<file path="config.mk">
export PLATFORM = sky130hd
export DESIGN_NAME = inst_axi_read_bridge_flat
export DESIGN_NICKNAME = d
export VERILOG_FILES = /design/src/rtl/inst_axi_read_bridge_if.sv /design/src/rtl/inst_axi_read_bridge.sv /design/src/flat_wrapper.sv
export SDC_FILE = /design/constraint.sdc
export NUM_CORES = 1
export LEC_CHECK = 0
export BUFFER_PORTS_ARGS = -buffer_cell sky130_fd_sc_hd__buf_2
export CAP_MARGIN = 40
export CORE_UTILIZATION = 40
export CTS_CLUSTER_SIZE = 12
export DETAILED_ROUTE_END_ITERATION = 10
export GPL_TIMING_DRIVEN = 0
export HOLD_SLACK_MARGIN = 0.06
export PLACE_DENSITY = 0.82
export SLEW_MARGIN = 20
export SYNTH_ARGS = -nofsm -noshare
export SYNTH_HDL_FRONTEND = slang
export SYNTH_SLANG_ARGS = --single-unit
</file>
<file path="constraint.sdc">
create_clock -name clk -period 6.75 [get_ports clk]
set_input_delay 0.675 -clock clk [delete_from_list [all_inputs] [get_ports clk]]
set_output_delay 0.675 -clock clk [all_outputs]
set_load 0.02 [all_outputs]
</file>
<file path="src/rtl/inst_axi_read_bridge_if.sv">
// Fetch-side SRAM-like request/response signals and the AXI4 AR/R channels seen by the bridge.
// The slave modport is the bridge's view; master is the fetch stage plus AXI fabric.
interface inst_axi_read_bridge_if;
    logic        req;
    logic [31:0] addr;
    logic        addr_ok;
    logic        data_ok;
    logic [31:0] rdata;
    logic        bus_err;
    logic        cancel;
    logic [3:0]  arid;
    logic [31:0] araddr;
    logic [7:0]  arlen;
    logic [2:0]  arsize;
    logic [1:0]  arburst;
    logic        arvalid;
    logic        arready;
    logic [3:0]  rid;
    logic [31:0] rdata_axi;
    logic [1:0]  rresp;
    logic        rlast;
    logic        rvalid;
    logic        rready;

    modport slave (
        input  req, addr, cancel, arready, rid, rdata_axi, rresp, rlast, rvalid,
        output addr_ok, data_ok, rdata, bus_err,
        output arid, araddr, arlen, arsize, arburst, arvalid, rready
    );

    modport master (
        output req, addr, cancel, arready, rid, rdata_axi, rresp, rlast, rvalid,
        input  addr_ok, data_ok, rdata, bus_err,
        input  arid, araddr, arlen, arsize, arburst, arvalid, rready
    );
endinterface

</file>
<file path="src/rtl/inst_axi_read_bridge.sv">
// Instruction fetch to single-beat AXI4 read bridge: one AR register, in-order R return,
// and a drop counter that discards beats of requests accepted up to a cancel.
module inst_axi_read_bridge #(
    parameter int unsigned MAX_OUTSTANDING = 4,
    parameter logic [3:0]  AXI_ID          = 4'h0
) (
    input  logic                    clk,
    input  logic                    resetn,
    inst_axi_read_bridge_if.slave   bus
);
    localparam int unsigned   CW      = $clog2(MAX_OUTSTANDING + 1);
    localparam logic [CW-1:0] MAX_CNT = CW'(MAX_OUTSTANDING);

    typedef enum logic {AR_IDLE, AR_PEND} ar_state_t;

    ar_state_t      ar_state_q, ar_state_d;
    logic [31:0]    araddr_q, araddr_d;
    logic [CW-1:0]  inflight_q, inflight_d;
    logic [CW-1:0]  drop_cnt_q, drop_cnt_d;
    logic           handshake;
    logic           deliver;

    always_ff @(posedge clk or negedge resetn) begin
        if (!resetn) begin
            ar_state_q <= AR_IDLE;
            araddr_q   <= '0;
            inflight_q <= '0;
            drop_cnt_q <= '0;
        end else begin
            ar_state_q <= ar_state_d;
            araddr_q   <= araddr_d;
            inflight_q <= inflight_d;
            drop_cnt_q <= drop_cnt_d;
        end
    end

    always_comb begin
        ar_state_d = ar_state_q;
        araddr_d   = araddr_q;
        // Registered inflight only: a beat returning this cycle frees a slot next cycle.
        handshake  = bus.req && ((ar_state_q == AR_IDLE) || bus.arready)
                     && (inflight_q < MAX_CNT);
        if (handshake) begin
            ar_state_d = AR_PEND;
            araddr_d   = bus.addr;
        end else if (bus.arready && (ar_state_q == AR_PEND)) begin
            ar_state_d = AR_IDLE;
        end

        inflight_d = inflight_q + CW'(handshake) - CW'(bus.rvalid);
        deliver    = bus.rvalid && (drop_cnt_q == '0) && !bus.cancel;

        // Every request still owed a beat after this cycle, including a same-cycle handshake,
        // becomes stale on cancel; drops are always the oldest beats, so a count suffices.
        drop_cnt_d = drop_cnt_q;
        if (bus.cancel) begin
            drop_cnt_d = inflight_d;
        end else if (bus.rvalid && (drop_cnt_q != '0)) begin
            drop_cnt_d = drop_cnt_q - CW'(1);
        end
    end

    assign bus.addr_ok = handshake;
    assign bus.data_ok = deliver;
    assign bus.rdata   = bus.rdata_axi;
    assign bus.bus_err = bus.rresp[1];
    assign bus.arid    = AXI_ID;
    assign bus.araddr  = araddr_q;
    assign bus.arlen   = '0;
    assign bus.arsize  = 3'b010;
    assign bus.arburst = 2'b01;
    assign bus.arvalid = (ar_state_q == AR_PEND);
    assign bus.rready  = 1'b1;

    logic unused_bits;
    assign unused_bits = ^{bus.rid, bus.rlast, bus.rresp[0]};

    a_no_underflow: assert property (@(posedge clk) disable iff (!resetn)
        !(bus.rvalid && (inflight_q == '0)));
endmodule

</file>
<file path="src/flat_wrapper.sv">
// flat-port wrapper written by rule: the top's interface ports become plain ports
module inst_axi_read_bridge_flat 
#(
    parameter int unsigned MAX_OUTSTANDING = 4,
    parameter logic [3:0]  AXI_ID          = 4'h0
)
  (clk, resetn, bus_req, bus_addr, bus_cancel, bus_arready, bus_rid, bus_rdata_axi, bus_rresp, bus_rlast, bus_rvalid, bus_addr_ok, bus_data_ok, bus_rdata, bus_bus_err, bus_arid, bus_araddr, bus_arlen, bus_arsize, bus_arburst, bus_arvalid, bus_rready);
  inst_axi_read_bridge_if bus_i ();
  input  logic clk;
  input  logic resetn;
  input wire logic [$bits(bus_i.req)-1:0] bus_req;
  input wire logic [$bits(bus_i.addr)-1:0] bus_addr;
  input wire logic [$bits(bus_i.cancel)-1:0] bus_cancel;
  input wire logic [$bits(bus_i.arready)-1:0] bus_arready;
  input wire logic [$bits(bus_i.rid)-1:0] bus_rid;
  input wire logic [$bits(bus_i.rdata_axi)-1:0] bus_rdata_axi;
  input wire logic [$bits(bus_i.rresp)-1:0] bus_rresp;
  input wire logic [$bits(bus_i.rlast)-1:0] bus_rlast;
  input wire logic [$bits(bus_i.rvalid)-1:0] bus_rvalid;
  output wire logic [$bits(bus_i.addr_ok)-1:0] bus_addr_ok;
  output wire logic [$bits(bus_i.data_ok)-1:0] bus_data_ok;
  output wire logic [$bits(bus_i.rdata)-1:0] bus_rdata;
  output wire logic [$bits(bus_i.bus_err)-1:0] bus_bus_err;
  output wire logic [$bits(bus_i.arid)-1:0] bus_arid;
  output wire logic [$bits(bus_i.araddr)-1:0] bus_araddr;
  output wire logic [$bits(bus_i.arlen)-1:0] bus_arlen;
  output wire logic [$bits(bus_i.arsize)-1:0] bus_arsize;
  output wire logic [$bits(bus_i.arburst)-1:0] bus_arburst;
  output wire logic [$bits(bus_i.arvalid)-1:0] bus_arvalid;
  output wire logic [$bits(bus_i.rready)-1:0] bus_rready;
  assign bus_i.req = bus_req;
  assign bus_i.addr = bus_addr;
  assign bus_i.cancel = bus_cancel;
  assign bus_i.arready = bus_arready;
  assign bus_i.rid = bus_rid;
  assign bus_i.rdata_axi = bus_rdata_axi;
  assign bus_i.rresp = bus_rresp;
  assign bus_i.rlast = bus_rlast;
  assign bus_i.rvalid = bus_rvalid;
  assign bus_addr_ok = bus_i.addr_ok;
  assign bus_data_ok = bus_i.data_ok;
  assign bus_rdata = bus_i.rdata;
  assign bus_bus_err = bus_i.bus_err;
  assign bus_arid = bus_i.arid;
  assign bus_araddr = bus_i.araddr;
  assign bus_arlen = bus_i.arlen;
  assign bus_arsize = bus_i.arsize;
  assign bus_arburst = bus_i.arburst;
  assign bus_arvalid = bus_i.arvalid;
  assign bus_rready = bus_i.rready;
  inst_axi_read_bridge #(.MAX_OUTSTANDING(MAX_OUTSTANDING), .AXI_ID(AXI_ID)) u_core (.clk(clk), .resetn(resetn), .bus(bus_i));
endmodule
</file>
==> results.py <==
metrics = {
    "drt": {
        "detail-route-antenna-nets": 0,
        "viasPerCell": 4.20,
        "drt_iter0_drc": 12,
        "wirelength_um": 3690,
        "route.detailed.wl_per_inst_um": 10.4,
        "drt-pass1-iter-count": 2,
        "drc": 0,
        "num_vias": 1495,
    },
    "pwr": {
        "cellPowerDensity_nw_per_um2": 403,
        "leakagePower_uw": 0.00152,
        "vdd_drop_max_mv": 0.192,
    },
    "floorplan": {
        "die_h_um": 72.9,
        "dieArea_um2": 5320,
        "core_area_um2": 4790,
        "io_pins": 163,
        "initial_utilization_pct": 42.1,
        "chipWidth_um": 72.9,
        "num_rows": 25,
    },
    "synth": {
        "synth-simple-area-share_pct": 4.04,
        "synth_compound_area_share_pct": 2.49,
        "yosys_warnings": 0,
        "synth_edf_count": 0,
        "synthMuxAreaShare_pct": 17.9,
        "synthAdderAreaFrac_pct": 3.48,
        "synth_flop_cell": "dfrtp_1",
        "ys_types": 24,
        "yosysMostFrequentCell": "buf_4",
        "ys_seq_area_share_pct": 48.5,
        "syn-mean-instance-area_um2": 12.6,
        "netlist_area_um2": 2010,
        "synth.top_cell.area_share_pct": 48.5,
        "ys_seq_elements": 39,
        "yosys.area.top_type": "dfrtp_1",
        "synthCells": 160,
        "synth_xor_area_share_pct": 0.870,
        "synth_top_family_by_area": "buffers and inverters",
        "ys_top_cells_by_area": "dfrtp_1 (48%), buf_4 (19%), mux2_2 (18%)",
        "async_reset_ff_share_pct": 100,
        "synth_common_cells": "buf_4 (51), dfrtp_1 (39), mux2_2 (32)",
    },
    "timing": {
        "setup_tns_ns": 0,
        "setup_viol": 0,
        "final-max-slew-violation-count": 0,
        "rsz0062_at_grt": "false",
        "timing.final.hold_violations": 0,
        "fin_crit_sh_pct": 39.8,
        "fin_worst_skew_ns": 0.00857,
        "fmax_mhz": 372,
        "post-route-min-period_ns": 2.69,
    },
    "global_routing": {
        "grt_pass1_wl_um": 5630,
        "gr-total-overflow": 0,
        "antenna_found_initial": 0,
        "grt_pass1_vias": 1359,
        "grt_max_degree": 24,
        "track_usage_pct": 13.9,
    },
    "worst_setup_path": {
        "required_ns": 6.93,
        "start_kind": "input port",
        "startpoint": "bus_arready",
        "critPathKind": "in -> reg",
        "end_kind": "register",
        "r2r_start": "u_core.inflight_q[2]",
        "crit_arrival_ns": 2.87,
        "cp_max_fo": 10,
    },
    "final_layout": {
        "synthToLayoutAreaGrowth_pct": 39.5,
        "drive_gt1_share_pct": 69.6,
        "multi_input_area_um2": 647,
        "diodes": 0,
        "seqCellArea_um2": 976,
        "finalInstanceArea_um2": 2810,
        "nNetsFinal": 370,
        "fill_cells": 433,
    },
    "placement": {
        "hpwl_um": 3070,
        "dpl_cell_area_um2": 2710,
        "io_buffer_count": 104,
        "gp_congestion": 0.733,
    },
    "clock_tree": {
        "clk_pin_slew_ns": 0.08,
        "cts_tree": "built",
        "ctsHoldBuffers": 0,
        "cts_resized": 0,
        "cts-htree-levels": 2,
        "cts_buffer_depth": 2,
        "cts_buffers": 5,
        "clkSinkCount": 39,
        "clk_latency_ns": 0.29,
        "root_buffer": "clkbuf_8",
        "cts_setup_buffers": 0,
    },
    "outcome": {
        "status": "completed",
    },
    "hold_path": {
        "hold_class": "in -> async",
    },
    "job": {
        "maxCapViolCount": 0,
    },
}
-- cell usage in the layout, fill, tap and decap left out --
| cell | instances |
|---|---|
| nor2b_1 | 1 |
| buf_16 | 1 |
| xnor2_1 | 1 |
| ha_1 | 4 |
| o21ai_0 | 1 |
| nor4b_1 | 2 |
| fa_1 | 1 |
| a21oi_4 | 1 |
| nand2_1 | 2 |
| nor3b_1 | 1 |
| conb_1 | 18 |
| nand2b_1 | 1 |
| mux2_2 | 32 |
| clkbuf_1 | 1 |
| buf_4 | 51 |
| nor4_1 | 1 |
| a211o_1 | 1 |
| clkinvlp_4 | 1 |
| and3b_1 | 1 |
| nand2b_4 | 1 |
| dfrtp_1 | 39 |
| nor2_1 | 2 |
| clkbuf_8 | 7 |
| xor2_1 | 1 |
| a221o_1 | 2 |
| buf_6 | 3 |
| buf_2 | 104 |
| inv_1 | 8 |
-- cell families (layout without fill, tap and decap cells) --
logic type	count (synthesis)	after routing
AO/OA/AOI/OAI	5	5
XOR/XNOR	2	2
adder cells (fa/ha/maj)	5	5
buffers and inverters	63	176
flip-flops	39	39
multiplexers	32	32
other	2	18
AND/OR/NAND/NOR	12	12
-- critical path, cell delays in order --
cell and delay [ns]:
buf_2 0.09, inv_1 0.06, a21oi_4 0.30, buf_6 0.20
inv_1 0.06, ha_1 0.27, inv_1 0.04, ha_1 0.18
fa_1 0.38, xor2_1 0.17, xnor2_1 0.15, a211o_1 0.29
-- flip-flops by register name, summed over array words and instances (netlist names) --
name                cells
u_core.inflight_q       3
u_core.bus.araddr      32
u_core.drop_cnt_q       3
u_core.bus.arvalid      1
-- worst paths after layout --
check | slack (ns) | endpoint | cells past startpoint
max | 4.06 | u_core.drop_cnt_q[2] | 12
min | 0.32 | u_core.bus.araddr[3] | 1
max reg2reg | 4.08 | u_core.drop_cnt_q[2] | 11
min reg2reg | 0.50 | u_core.bus.araddr[19] | 1
max in group asynchronous | 5.97 | u_core.bus.araddr[27] | 2
min in group clk | 0.50 | u_core.bus.araddr[19] | 1
-- power by group --
part / total [uW] / leakage [uW] / switching (uW) / internal [uW]
clock: 169 / 0.0000505 / 76.3 / 92.8
combinational: 555 / 0.00101 / 302 / 253
sequential: 409 / 0.000460 / 54.2 / 354
total: 1130 / 0.00152 / 433 / 700
-- layer usage --
layer / vias up / GRT usage (%) / share of wire [%]
met4: 0 / 3.92 / 1.2
met5: - / 0 / 0
met1: 688 / 14.5 / 38
met2: 89 / 26.5 / 52
li1: 713 / - / -
met3: 5 / 4.56 / 9.2
-- stage by stage --
stage | hold WS [ns] | setup slack [ns] | utilization (%) | power, uW | cells
2_1_floorplan | 0.379 | 4.02 | - | 801 | 176
3_3_place_gp | 0.485 | 3.77 | 55.9 | 953 | 347
3_5_place_dp | 0.490 | 3.72 | 56.5 | 977 | 348
4_1_cts | 0.325 | 4.03 | 58.7 | 1150 | 356
5_1_grt | 0.340 | 3.95 | 58.7 | 1210 | 356
6_report | 0.320 | 4.06 | 58.7 | 1130 | 356
-- final cells by class --
cell class	count	area share, %
flip-flops and latches	39	34.7
multi-input cells	74	23.0
repair buffers	105	19.5
plain buffers	55	15.0
clock buffers	7	3.43
inverters	8	1.07
clock inverters	1	0.267
well taps	67	2.98
Power figures use the tool's default switching activity.
